`src/rtl/mips_pkg.sv`:
```
// Shared MIPS pipeline types: ALU ctrl encodings, memory-stage states and the write-back record.
package mips_pkg;

    localparam logic [3:0] CTRL_ADDIU = 4'b0000;
    localparam logic [3:0] CTRL_SW    = 4'b0001;
    localparam logic [3:0] CTRL_ADDU  = 4'b0010;
    localparam logic [3:0] CTRL_JAL   = 4'b0011;
    localparam logic [3:0] CTRL_LW    = 4'b0100;
    localparam logic [3:0] CTRL_OR    = 4'b0101;
    localparam logic [3:0] CTRL_BNE   = 4'b0110;

    typedef enum logic {
        IDLE     = 1'b0,
        MEM_WAIT = 1'b1
    } mem_state_t;

    typedef struct packed {
        logic [31:0] data;
        logic [4:0]  dest;
        logic        reg_write;
        logic        misaligned;
        logic        bus_err;
    } wb_rec_t;

endpackage

```
`src/rtl/mem_access_stage.sv`:
```
// Memory-access pipeline stage: passes ALU results through, or runs a req/ack
// data-memory transaction for lw/sw, delivering one registered write-back record per op.
module mem_access_stage
    import mips_pkg::*;
#(
    parameter int TIMEOUT_CYCLES = 16,
    parameter int ADDR_W         = 32
) (
    input  logic              clk,
    input  logic              rst_n,
    input  logic              in_valid,
    output logic              in_ready,
    input  logic [3:0]        in_ctrl,
    input  logic [31:0]       in_result,
    input  logic [31:0]       in_store_data,
    input  logic [4:0]        in_dest,
    input  logic              in_reg_write,
    output logic              mem_req,
    output logic              mem_we,
    output logic [ADDR_W-1:0] mem_addr,
    output logic [31:0]       mem_wdata,
    input  logic [31:0]       mem_rdata,
    input  logic              mem_ack,
    output logic              out_valid,
    input  logic              out_ready,
    output logic [31:0]       out_data,
    output logic [4:0]        out_dest,
    output logic              out_reg_write,
    output logic              out_misaligned,
    output logic              out_bus_err
);

    localparam int CNT_W = (TIMEOUT_CYCLES > 1) ? $clog2(TIMEOUT_CYCLES) : 1;
    localparam logic [CNT_W-1:0] TIMEOUT_LIMIT =
        CNT_W'((TIMEOUT_CYCLES > 0) ? TIMEOUT_CYCLES - 1 : 0);

    mem_state_t        state_q, state_d;
    logic [CNT_W-1:0]  cnt_q, cnt_d;
    logic              mem_req_q, mem_req_d;
    logic              mem_we_q, mem_we_d;
    logic [ADDR_W-1:0] mem_addr_q, mem_addr_d;
    logic [31:0]       mem_wdata_q, mem_wdata_d;
    logic [4:0]        wait_dest_q, wait_dest_d;
    logic              wait_reg_write_q, wait_reg_write_d;
    logic              out_valid_q, out_valid_d;
    wb_rec_t           rec_q, rec_d;

    logic is_mem_op;
    logic accept;

    // in_ready is forced low while reset is asserted, not just after it.
    assign in_ready  = rst_n && (state_q == IDLE) && (!out_valid_q || out_ready);
    assign accept    = in_valid && in_ready;
    assign is_mem_op = (in_ctrl == CTRL_LW) || (in_ctrl == CTRL_SW);

    // NOTE: every signal assigned in this block gets a default first, so no path leaves one unassigned and infers a latch.
    always_comb begin
        state_d          = state_q;
        cnt_d            = cnt_q;
        mem_req_d        = mem_req_q;
        mem_we_d         = mem_we_q;
        mem_addr_d       = mem_addr_q;
        mem_wdata_d      = mem_wdata_q;
        wait_dest_d      = wait_dest_q;
        wait_reg_write_d = wait_reg_write_q;
        out_valid_d      = out_valid_q;
        rec_d            = rec_q;

        if (out_valid_q && out_ready) begin
            out_valid_d = 1'b0;
        end

        unique case (state_q)
            IDLE: begin
                if (accept) begin
                    if (!is_mem_op) begin
                        out_valid_d = 1'b1;
                        rec_d       = '{data: in_result, dest: in_dest, reg_write: in_reg_write,
                                        misaligned: 1'b0, bus_err: 1'b0};
                    end else if (in_result[1:0] != 2'b00) begin
                        out_valid_d = 1'b1;
                        rec_d       = '{data: in_result, dest: in_dest, reg_write: 1'b0,
                                        misaligned: 1'b1, bus_err: 1'b0};
                    end else begin
                        state_d          = MEM_WAIT;
                        cnt_d            = '0;
                        mem_req_d        = 1'b1;
                        mem_we_d         = (in_ctrl == CTRL_SW);
                        mem_addr_d       = ADDR_W'(in_result);
                        mem_wdata_d      = in_store_data;
                        wait_dest_d      = in_dest;
                        wait_reg_write_d = in_reg_write;
                    end
                end
            end

            MEM_WAIT: begin
                // Ack takes priority over a timeout landing in the same cycle.
                if (mem_ack) begin
                    state_d     = IDLE;
                    mem_req_d   = 1'b0;
                    out_valid_d = 1'b1;
                    rec_d       = '{data:       mem_we_q ? 32'(mem_addr_q) : mem_rdata,
                                    dest:       wait_dest_q,
                                    reg_write:  mem_we_q ? 1'b0 : wait_reg_write_q,
                                    misaligned: 1'b0,
                                    bus_err:    1'b0};
                end else if ((TIMEOUT_CYCLES != 0) && (cnt_q == TIMEOUT_LIMIT)) begin
                    state_d     = IDLE;
                    cnt_d       = '0;
                    mem_req_d   = 1'b0;
                    out_valid_d = 1'b1;
                    rec_d       = '{data: 32'(mem_addr_q), dest: wait_dest_q, reg_write: 1'b0,
                                    misaligned: 1'b0, bus_err: 1'b1};
                end else begin
                    cnt_d = cnt_q + 1'b1;
                end
            end

            default: state_d = IDLE;
        endcase
    end

    // NOTE: sequential state uses non-blocking assignments so every flop samples pre-edge values.
    always_ff @(posedge clk or negedge rst_n) begin
        if (!rst_n) begin
            state_q          <= IDLE;
            cnt_q            <= '0;
            mem_req_q        <= 1'b0;
            mem_we_q         <= 1'b0;
            mem_addr_q       <= '0;
            mem_wdata_q      <= '0;
            wait_dest_q      <= '0;
            wait_reg_write_q <= 1'b0;
            out_valid_q      <= 1'b0;
            rec_q            <= '0;
        end else begin
            state_q          <= state_d;
            cnt_q            <= cnt_d;
            mem_req_q        <= mem_req_d;
            mem_we_q         <= mem_we_d;
            mem_addr_q       <= mem_addr_d;
            mem_wdata_q      <= mem_wdata_d;
            wait_dest_q      <= wait_dest_d;
            wait_reg_write_q <= wait_reg_write_d;
            out_valid_q      <= out_valid_d;
            rec_q            <= rec_d;
        end
    end

    assign mem_req        = mem_req_q;
    assign mem_we         = mem_we_q;
    assign mem_addr       = mem_addr_q;
    assign mem_wdata      = mem_wdata_q;
    assign out_valid      = out_valid_q;
    assign out_data       = rec_q.data;
    assign out_dest       = rec_q.dest;
    assign out_reg_write  = rec_q.reg_write;
    assign out_misaligned = rec_q.misaligned;
    assign out_bus_err    = rec_q.bus_err;

endmodule

```
`config.mk`:
```
export PLATFORM = sky130hd
export DESIGN_NAME = mem_access_stage
export DESIGN_NICKNAME = d
export VERILOG_FILES = /design/src/rtl/mips_pkg.sv /design/src/rtl/mem_access_stage.sv
export SDC_FILE = /design/constraint.sdc
export NUM_CORES = 1
export LEC_CHECK = 0
export ABC_AREA = 1
export ABC_CLOCK_PERIOD_IN_PS = 1950
export CAP_MARGIN = 20
export CORE_MARGIN = 2
export CORE_UTILIZATION = 45
export CTS_BUF_LIST = sky130_fd_sc_hd__clkbuf_4 sky130_fd_sc_hd__clkbuf_8
export DETAILED_ROUTE_END_ITERATION = 6
export PLACE_DENSITY_LB_ADDON = 0.08
export SLEW_MARGIN = 25
export SYNTH_ARGS = -nofsm -noshare
export SYNTH_HDL_FRONTEND = slang
export SYNTH_SLANG_ARGS = --single-unit
```
`constraint.sdc`:
```
create_clock -name clk -period 1.95 [get_ports clk]
set_input_delay 0.2925 -clock clk [delete_from_list [all_inputs] [get_ports clk]]
set_output_delay 0.2925 -clock clk [all_outputs]
set_load 0.01 [all_outputs]
```
Yosys cells after proc, flatten, opt, wreduce, memory -nomap -nowiden
Index checks and enable logic that the tools add are counted.
{"block": "op_classes", "shift": 0, "eq_ne": 9, "mux": 33, "n_reduce_logical": 12, "add_sub_neg": 1, "n_div": 0, "n_bitwise": 2, "n_mul": 0, "n_lt_le_gt_ge": 0}
{"op": "$mux 40", "n": 5}
{"op": "$pmux 40 s2", "n": 1}
{"op": "$mux 32", "n": 1}
{"op": "$mux 4", "n": 5}
{"op": "$mux 1", "n": 17}
{"op": "$reduce_and 4->1", "n": 3}
{"op": "$ne 2x2->1 const B", "n": 4}
{"op": "$pmux 4 s2", "n": 1}
{"op": "$ne 3x2->1 const B", "n": 2}
{"op": "$pmux 1 s2", "n": 3}
{"op": "$add 4x1->4 const B", "n": 1}
{"op": "$eq 4x1->1 const B", "n": 1}
{"op": "$eq 4x3->1 const B", "n": 1}
{"op": "$eq 4x4->1 const B", "n": 1}
{"op": "$logic_and 1x1->1", "n": 4}
{"op": "$reduce_and 3->1", "n": 1}
{"op": "$logic_or 1x1->1", "n": 2}
{"op": "$not 1->1", "n": 2}
{"op": "$reduce_bool 2->1", "n": 1}
{"op": "$logic_not 1->1", "n": 1}
{"block": "word_totals", "wordCells": 71, "n_memories": 0, "latch_bits": 0, "mem_bits_rw": 0, "inputBits": 111, "regBits": 118, "rom_bits": 0, "out_inout_bits": 108}

Longest topological paths before layout
{"block": "logic_depth", "word_depth": 6, "depth_mapped": 10, "mapped_depth_nobuf": 8}

Worst setup path before layout
Ideal clock, no wire load.
{"block": "synth_path", "path_type": "register to register", "startpoint": "register cnt_q[0]", "endpoint": "register rec_q, in the netlist out_data[0]", "setup_ns": 0.116, "slack_ns": 0.486, "arrival_time_ns": 1.348, "path_buffers": 1, "t_required_ns": 1.834, "synth_period_minus_slack_ns": 1.464, "stages_incl_launch_ff": 8, "cell_sequence": "dfrtp_1 -> ha_1 -> nand2_1 -> o211ai_4 -> nand3_2 -> buf_2 -> nand2_1 -> nand2_1"}
{"block": "synth_between", "elab_chain_cells": 3}
{"element": "start, declared", "line": "mem_access_stage.sv:38", "source": "logic [CNT_W-1:0] cnt_q, cnt_d;"}
{"element": "start signal, assigned", "line": "mem_access_stage.sv:139", "source": "cnt_q <= cnt_d;"}
{"element": "$eq 4x4->1", "line": "mem_access_stage.sv:108", "source": "end else if ((TIMEOUT_CYCLES != 0) && (cnt_q == TIMEOUT_LIMIT)) begin"}
{"element": "$ne 3x2->1 (no source line)"}
{"element": "$reduce_and 3->1 (no source line)"}
{"element": "end signal, assigned", "line": "mem_access_stage.sv:147", "source": "rec_q <= rec_d;"}
{"element": "end, declared", "line": "mem_access_stage.sv:46", "source": "wb_rec_t rec_q, rec_d;"}
Every way passes these cells.
A chain may end at the register's enable or synchronous reset.

Worst setup path in the final report
{"block": "layout_path", "startpoint": "register cnt_q[0]", "endpoint": "register rec_q, in the netlist out_data[22]"}
Same word-level chain as after synthesis.

==> results.cfg <==
[place]
place_ws_ns = 0.0142
gp_congestion = 0.817
hpwl_um = 11100
portBuffers = 218

[cells_and_area]
area_delta_synth_final_pct = 49.7
final_common_cell = nand2_1
layout_common_cells = 371 x nand2_1, 216 x clkdlybuf4s50_1, 117 x dfrtp_1, 56 x o21ai_1, 43 x inv_1
antenna_cells = 0
drive_above_1_share_pct = 6.83
nNetsFinal = 1050

[synth]
yosysSeqAreaShare_pct = 53.4
syn_inst = 723
synth_fp_nets = 835
syn-cell-area_um2 = 5530
syn-mean-instance-area_um2 = 7.65
yosysWarningCount = 0
synth-seq-cells = 118
ys_types = 28

[floorplan]
die_w_um = 115
die_area_um2 = 13200
initial_core_util_pct = 46.0
core_area_um2 = 12000
fp.dieH_um = 115
row_count = 40
pin_count = 219

[drt]
postRouteAntennaNets = 0
wl_met1_um = 6690
wl_per_cell_um = 14.5
avgViaCountPerCell = 4.93
drt_iter0_drc = 505
wl_met3_um = 1040
finalWirelength_um = 16000
vias = 5413
route.detailed.drc = 0
drt-pass1-iter-count = 5
highest_layer = met4
dr_wl_met2_um = 7880

[timing]
setup_slack_ns = 0.216
fmax_ghz = 0.577
rsz0062_at_grt = false
skew_ns = 0.00782
hold_viol = 5
relSlewSlack_pct = 58.1
tns_ns = 0
min_period_ns = 1.73
slew_violations = 0
setup_violations = 0
fin_hold_ws_ns = -0.0101
worst_pin_slew_ns = 0.629
min_period_over_period_pct = 88.9

[job]
drv_cap = 0

[critical_path]
cpMaxStageDelayCell = dfrtp_1
rrSetupSlack_ns = 0.22
cp.required_ns = 2.27
cp_top_family = simple AND/OR/NAND/NOR gates
cp_max_fo = 17
cp.arrival_ns = 2.05
cp-end-kind = flop
path_buf_inv = 1
max_stage_delay_ns = 0.40
crit_chain = ha_1, nand2_1, o211ai_4, nand3_2, buf_4, nand2_1, nand2_1
cp-start-kind = flop
critical_path_class = reg -> reg
cp_num_cells = 7
cp_common_cell = nand2_1
reg2regPathDepth = 7

[cts]
cts_hold_buf = 0
clkTransAtPathRegs_ns = 0.07
cts_num_sinks = 118
cts_tree = done
cts_buffers = 17
cts_root_buffer = clkbuf_8
clock_latency_ns = 0.43
cts_max_level = 4
cts_max_path_buffers = 2

[power]
vdd_drop_max_v = 0.000461
power-per-cell-area_nw_per_um2 = 856
p_leak_uw = 0.00406

[global_routing]
grt_overflow = 0
antenna_found_initial = 0
grt_pass1_wl_um = 25800
grt_max_degree = 119
first_global_vias = 5364
grt_use_total_pct = 24.8

[hold_path]
min_path_type = in -> async

[outcome]
violations = hold timing
status = complete, but fails checks
[synth_stat cells, drive strengths merged]
master	number	area [um2]
nand2	373	1410
ha	1	12.5
nand3b	2	15.0
o21ai	77	385
and2	1	6.26
clkbuf	8	30.0
dfrtp	118	2950
o21bai	1	11.3
nand4	7	50.1
or2	1	6.26
o211ai	1	21.3
inv	47	176
buf	30	190
nand3	10	60.1
nor3b	1	7.51
nor2	45	195
[final timing paths]
check | start | end
max | cnt_q[0] | out_data[22]
min | rst_n | mem_addr[9]
max reg2reg | cnt_q[0] | out_data[22]
min reg2reg | mem_req | mem_req
max in group asynchronous | rst_n | mem_wdata[1]
min in group clk | in_store_data[12] | mem_wdata[12]
[stage by stage]
stage               area (um2)  power, uW  hold WS (ns)  std cells  utilization (%)
floorplan                 5530       3760      -0.00309        723                -
global placement          7880       4950         0.453       1065             65.6
CTS                       8280       7160       0.00460       1098             68.9
detailed placement        7880       5000         0.459       1065             65.6
finish                    8280       7080       -0.0101       1098             68.9
global route              8280       7470        0.0399       1098             68.9
[power breakdown]
| group | total, uW | internal [uW] | switching, uW |
|---|---|---|---|
| clock | 2140 | 1220 | 915 |
| sequential | 3050 | 2840 | 217 |
| combinational | 1890 | 1050 | 843 |
| total | 7080 | 5110 | 1980 |
[registers in the layout, summed over array words and instances (netlist names)]
name              flops
out_valid             1
wait_dest_q           5
out_data             32
mem_req               1
cnt_q                 4
wait_reg_write_q      1
out_bus_err           1
out_reg_write         1
mem_wdata            32
mem_we                1
state_q               1
out_dest              5
out_misaligned        1
mem_addr             32
[worst register-to-register path: stages, from the launching register on]
cell and delay [ns]:
dfrtp_1 0.40, ha_1 0.19, nand2_1 0.12, o211ai_4 0.37, nand3_2 0.17, buf_4 0.24
nand2_1 0.08, nand2_1 0.05
[routing by layer]
metal | up-vias | track usage (%)
li1 | 2649 | -
met1 | 2538 | 32.3
met2 | 199 | 40.5
met4 | 0 | 10.1
met5 | - | 0
met3 | 27 | 5.48
[cells by family (layout without fill, tap and decap cells)]
group / after synthesis / after routing / share of synthesized area [%]
simple gates: 440 / 440 / 31.7
flops: 118 / 118 / 53.4
buf+inv: 85 / 313 / 7.17
compound gates: 79 / 79 / 7.56
fa+ha+maj: 1 / 1 / 0.226
[timing repair]
action / 4_1_cts / 5_1_grt
resized for setup: 2 / 0
buffers inserted: 1 / 0
endpoints found under the setup margin: 1 / 0
[layout make-up]
type,instances,area (um2)
multi-input cells,520,2190
flip-flops and latches,118,2950
fillers,1014,3730
clock buffers,30,382
well taps,147,184
clock inverters,2,10.0
inverters,47,176
repair buffers,234,2390
No activity file was read; power rests on OpenSTA's default activity.
